### src/rtl/riscv_core_pkg.sv
// Shared types and constants for the RISC-V core front end.
// Holds the PC generator state encoding and sequential increments.
package riscv_core_pkg;

    typedef enum logic [1:0] {
        PC_GEN_BOOT  = 2'd0,
        PC_GEN_RUN   = 2'd1,
        PC_GEN_FLUSH = 2'd2
    } pc_gen_state_e;

    localparam int unsigned PC_INC_RVI = 4;
    localparam int unsigned PC_INC_RVC = 2;

endpackage

### src/rtl/riscv_core_pc_gen_nextpc.sv
// Next-PC selection: trap > jump > branch priority, alignment check,
// and the sequential increment for a completed fetch.
module riscv_core_pc_gen_nextpc
    import riscv_core_pkg::*;
#(
    parameter int XLEN = 64
) (
    input  logic [XLEN-1:0] pc,
    input  logic            fetch_done,
    input  logic            compressed,
    input  logic            trap,
    input  logic [XLEN-1:0] trap_vector,
    input  logic            jump,
    input  logic [XLEN-1:0] jump_target,
    input  logic            br_taken,
    input  logic [XLEN-1:0] br_target,
    output logic            redirect,
    output logic            misaligned,
    output logic [XLEN-1:0] target,
    output logic [XLEN-1:0] seq_pc
);

    logic [XLEN-1:0] inc;

    // Trap vectors are trusted; only jump/branch targets are checked.
    always_comb begin
        redirect   = 1'b0;
        misaligned = 1'b0;
        target     = pc;
        if (trap) begin
            redirect = 1'b1;
            target   = trap_vector;
        end else if (jump) begin
            target     = jump_target;
            redirect   = ~jump_target[0];
            misaligned = jump_target[0];
        end else if (br_taken) begin
            target     = br_target;
            redirect   = ~br_target[0];
            misaligned = br_target[0];
        end
    end

    assign inc    = compressed ? XLEN'(PC_INC_RVC) : XLEN'(PC_INC_RVI);
    assign seq_pc = fetch_done ? pc + inc : pc;

endmodule

### src/rtl/riscv_core_pc_gen.sv
// Program counter generator: boot/run/flush FSM and PC registers.
// Redirects land on the PC one cycle after they are sampled.
module riscv_core_pc_gen
    import riscv_core_pkg::*;
#(
    parameter int              XLEN         = 64,
    parameter logic [XLEN-1:0] RESET_VECTOR = 64'h0000_0000_8000_0000
) (
    input  logic            i_clk,
    input  logic            i_rst_n,
    input  logic            i_pc_gen_br_taken,
    input  logic [XLEN-1:0] i_pc_gen_br_target,
    input  logic            i_pc_gen_jump,
    input  logic [XLEN-1:0] i_pc_gen_jump_target,
    input  logic            i_pc_gen_trap,
    input  logic [XLEN-1:0] i_pc_gen_trap_vector,
    input  logic            i_pc_gen_compressed,
    input  logic            i_pc_gen_stall,
    input  logic            i_pc_gen_fetch_ready,
    output logic [XLEN-1:0] o_pc_gen_pc,
    output logic            o_pc_gen_valid,
    output logic            o_pc_gen_flush,
    output logic            o_pc_gen_misaligned,
    output logic [XLEN-1:0] o_pc_gen_bad_addr
);

    pc_gen_state_e   state, state_nxt;
    logic [XLEN-1:0] pc, pc_nxt;
    logic [XLEN-1:0] bad_addr, bad_addr_nxt;
    logic            flush, flush_nxt;
    logic            mis, mis_nxt;
    logic            valid;
    logic            fetch_done;
    logic            redirect, misaligned;
    logic [XLEN-1:0] target, seq_pc;

    assign fetch_done = valid & i_pc_gen_fetch_ready & ~i_pc_gen_stall;

    riscv_core_pc_gen_nextpc #(
        .XLEN(XLEN)
    ) u_nextpc (
        .pc          (pc),
        .fetch_done  (fetch_done),
        .compressed  (i_pc_gen_compressed),
        .trap        (i_pc_gen_trap),
        .trap_vector (i_pc_gen_trap_vector),
        .jump        (i_pc_gen_jump),
        .jump_target (i_pc_gen_jump_target),
        .br_taken    (i_pc_gen_br_taken),
        .br_target   (i_pc_gen_br_target),
        .redirect    (redirect),
        .misaligned  (misaligned),
        .target      (target),
        .seq_pc      (seq_pc)
    );

    always_ff @(posedge i_clk or negedge i_rst_n) begin
        if (!i_rst_n) begin
            state    <= PC_GEN_BOOT;
            pc       <= RESET_VECTOR;
            flush    <= 1'b0;
            mis      <= 1'b0;
            bad_addr <= '0;
        end else begin
            state    <= state_nxt;
            pc       <= pc_nxt;
            flush    <= flush_nxt;
            mis      <= mis_nxt;
            bad_addr <= bad_addr_nxt;
        end
    end

    // BOOT ignores every request; RUN and FLUSH share redirect handling.
    always_comb begin
        state_nxt    = state;
        pc_nxt       = pc;
        flush_nxt    = 1'b0;
        mis_nxt      = 1'b0;
        bad_addr_nxt = bad_addr;
        valid        = 1'b0;
        unique case (state)
            PC_GEN_BOOT: begin
                state_nxt = PC_GEN_RUN;
            end
            PC_GEN_RUN, PC_GEN_FLUSH: begin
                valid     = (state == PC_GEN_RUN);
                state_nxt = PC_GEN_RUN;
                if (redirect) begin
                    pc_nxt    = target;
                    flush_nxt = 1'b1;
                    state_nxt = PC_GEN_FLUSH;
                end else if (misaligned) begin
                    mis_nxt      = 1'b1;
                    bad_addr_nxt = target;
                end else begin
                    pc_nxt = seq_pc;
                end
            end
            default: begin
                state_nxt = PC_GEN_BOOT;
            end
        endcase
    end

    assign o_pc_gen_pc         = pc;
    assign o_pc_gen_valid      = valid;
    assign o_pc_gen_flush      = flush;
    assign o_pc_gen_misaligned = mis;
    assign o_pc_gen_bad_addr   = bad_addr;

endmodule

### config.mk
export PLATFORM = sky130hd
export DESIGN_NAME = riscv_core_pc_gen
export DESIGN_NICKNAME = d
export VERILOG_FILES = /design/src/rtl/riscv_core_pkg.sv /design/src/rtl/riscv_core_pc_gen_nextpc.sv /design/src/rtl/riscv_core_pc_gen.sv
export SDC_FILE = /design/constraint.sdc
export NUM_CORES = 1
export LEC_CHECK = 0
export BUFFER_PORTS_ARGS = -buffer_cell sky130_fd_sc_hd__clkbuf_2
export CORE_MARGIN = 2
export CORE_UTILIZATION = 45
export CTS_CLUSTER_SIZE = 14
export DETAILED_ROUTE_END_ITERATION = 16
export GPL_ROUTABILITY_DRIVEN = 1
export PLACE_DENSITY = 0.84
export SETUP_SLACK_MARGIN = 0.02
export SLEW_MARGIN = 20
export SYNTH_ARGS = -nofsm -noshare
export SYNTH_HDL_FRONTEND = slang
export SYNTH_SLANG_ARGS = --single-unit
export TNS_END_PERCENT = 1
### constraint.sdc
create_clock -name i_clk -period 6 [get_ports i_clk]
set_input_delay 0.3 -clock i_clk [delete_from_list [all_inputs] [get_ports i_clk]]
set_output_delay 0.3 -clock i_clk [all_outputs]
set_load 0.05 [all_outputs]
==> metrics <==
period utilization=0.5037; # H-tree levels=4; placed cell count=approximately 1600; WL final=35.01 mm; post-cts repair resize count=0; Buf/Inv on CP=1; row cnt=53; core box area=around 0.021 mm^2; Die Wd=149.8 um; met2 Use GR=0.5028; Worst Tran Pin Value=1045 ps; Final Critical Period=between 3000 and 4000 ps; largest net degree at the start of global routing=99; initial antenna violation count=2; Finished Cell Area=roughly 0.012 mm^2; DRT iter0 DRCs=a little under 1000; hold_ws=207.9 ps; Die H=149.8 um; CTS tree=built; slowest cell delay on critical path=600 ps; post-route clock skew=~11 ps; syn avg cell area=8.694 um^2; CP Data Arrival Time=3340 ps; required time worst endpoint=about 6300 ps; post-synthesis sequential area ratio=0.3429; critical-path maximum fanout=7; Hold Fails Final Rpt=0; synthesized flop and latch total=131; final setup slack of the worst path=2978 ps; share of layout cells above drive strength 1=0.3343; Mapped Cells=1100; CTS Buf Count=17; hpwl dp=25.47 mm; setup_tns=0 ps; diode count=0; register area=0.003279 mm^2; Setup Fix Bufs, Post-CTS=0; Most Crowded Layer GR=met2; drt drc=0; Layout Cells excl Fill=1657; CP Cell Sequence=ha_1, inv_1, fa_1, and4b_1, nand4_1, nor3_2, nand3_1, o211a_1; starting density of the core=0.4564; Yosys Warn Count=0; Die Footprint=0.02243 mm^2; via/cell ratio=6.217; most common cell after layout, fill and taps aside=clkbuf_2; fin. max-slew vios=0; commonest non-fill, non-tap cells in the layout=clkbuf_2 (326), dfrtp_1 (130), nand2_1 (98); hold buffer count at cts=1; footprint of the multi-input gates=0.005783 mm^2; max_cap viols=0; GRT Util Overall=0.3067; global-route wire length before repair=between 50 and 60 mm; min-delay worst type=in2reg; Placed Area=0.01122 mm^2; vias in the first global route=9626; Finish-stage setup viols=0; root buf cell=clkbuf_16; syn_nets=1306; Synth Cell Area=0.009563 mm^2; cell leakage power=5.254 nW; post-layout power=between 6 and 7 mW; post-synthesis async set-or-reset flop share=1.000; routability-driven placement congestion ratio=just over 0.9; Slowest cell on crit path=nor3_2; synth-to-layout area growth=24.35%; IO Pins=331; total grt overflow=0; clock sink total=131; met1 Usage GRT=0.3970; First-pass DRT Iterations=8; Setup CP Type=reg2reg; antenna-violating nets left=0; PwrDens=587.9 mW/mm^2; CP endpoint kind=flip-flop; Skew-Pair Late Insertion Delay=430 ps; final core utilization=0.5675; Startpoint Class=flip-flop; nets@finish=1576; fill count=roughly 1900; Worst VDD drop=0.4015 mV; WL/cell=21.13 um; EDFF count, synth=0; post-synth cell types=roughly 80; largest delay contributor family on the critical path=simple AND/OR/NAND/NOR gates; Max-Slew Margin vs Limit=0.3035; ys flop type=dfrtp_1; RSZ-0062 raised after global routing=no; met3 track demand over resource=0.06280; via count=10300; status=complete, no violations; CTS clock-pin slew for the worst setup and hold paths=60 ps; port bufs=330; Fmax achieved=330.9 MHz; Clock Path Buffers=2; Place WS=2760 ps
[sequential cells by signal, summed over array words and instances, names as in the netlist]
| name | count |
|---|---|
| o_pc_gen_misaligned | 1 |
| o_pc_gen_pc | 64 |
| o_pc_gen_bad_addr | 64 |
| o_pc_gen_flush | 1 |
| state | 1 |
[cell type report]
type	count	share of cell area
multi-input cells	859	0.4863
flip-flops and latches	131	0.2758
repair buffers	341	0.1472
clock buffers	22	0.04072
well taps	275	0.02894
clock inverters	9	0.01473
inverters	20	0.006313
[logic make-up (layout without fill, tap and decap cells)]
| group | Yosys count | after routing | share of synthesized area |
|---|---|---|---|
| compound gates | 304 | 304 | 0.2196 |
| fa+ha+maj | 6 | 6 | 0.008635 |
| buf+inv | 110 | 392 | 0.05312 |
| flops | 131 | 131 | 0.3429 |
| mux | 92 | 92 | 0.1017 |
| simple gates | 457 | 457 | 0.2741 |
[worst min-delay path: stages]
cell and delay, ps:
clkbuf_2 80, a21oi_1 80, a21oi_1 140
[cells in the mapped netlist, drive strengths merged, types with 3 or more instances]
| library cell | number | share of area |
|---|---|---|
| o221ai | 7 | 0.0064 |
| a41oi | 6 | 0.0055 |
| nor2 | 80 | 0.032 |
| a22oi | 4 | 0.0031 |
| and4 | 11 | 0.010 |
| nor2b | 44 | 0.029 |
| a21o | 8 | 0.0063 |
| o22a | 5 | 0.0046 |
| mux2i | 51 | 0.053 |
| or2 | 6 | 0.0039 |
| and2 | 12 | 0.0079 |
| nor4 | 35 | 0.034 |
| or3 | 4 | 0.0026 |
| o41ai | 3 | 0.0027 |
| o21ai | 41 | 0.021 |
| nand2b | 11 | 0.0072 |
| nand4 | 41 | 0.033 |
| dfrtp | 130 | 0.34 |
| mux2 | 41 | 0.048 |
| o311ai | 11 | 0.010 |
| o211ai | 16 | 0.013 |
| nand2 | 99 | 0.039 |
| o2bb2ai | 3 | 0.0027 |
| a32oi | 5 | 0.0046 |
| or4 | 8 | 0.0075 |
| nor3 | 34 | 0.019 |
| inv | 20 | 0.0079 |
| a31oi | 3 | 0.0020 |
| o22ai | 10 | 0.0065 |
| buf | 57 | 0.032 |
| a2bb2oi | 8 | 0.0073 |
| a21oi | 81 | 0.042 |
| clkbuf | 33 | 0.013 |
| o31ai | 20 | 0.017 |
| o211a | 10 | 0.011 |
| a211oi | 39 | 0.031 |
| o21a | 7 | 0.0055 |
| ha | 5 | 0.0065 |
| nand3 | 50 | 0.028 |
| a311oi | 4 | 0.0037 |
| o311a | 3 | 0.0031 |
| and3 | 13 | 0.0086 |
[worst paths after layout]
path / slack (ps) / cells past startpoint / to / startpoint
min in group asynchronous: 440 / 2 / o_pc_gen_bad_addr[5] / i_rst_n
min reg2reg: 470 / 1 / o_pc_gen_bad_addr[0] / o_pc_gen_bad_addr[0]
min: 210 / 3 / o_pc_gen_bad_addr[10] / i_pc_gen_trap_vector[10]
max: 2980 / 8 / o_pc_gen_pc[59] / o_pc_gen_pc[1]
max in group asynchronous: 4150 / 3 / o_pc_gen_bad_addr[26] / i_rst_n
max reg2reg: 2980 / 8 / o_pc_gen_pc[59] / o_pc_gen_pc[1]
[where the power goes]
group / internal [mW] / total (mW) / leakage [nW] / switching, mW
logic: 1.04 / 3.86 / 3.43 / 2.82
registers: 1.32 / 1.95 / 1.50 / 0.628
clock network: 0.778 / 1.18 / 0.318 / 0.407
[metal layers]
layer,vias up,share of wire
li1,4723,-
met1,4948,0.41
met2,537,0.48
met3,89,0.081
met4,4,0.034
met5,-,0.00083
(Power assumes the default switching activity.)
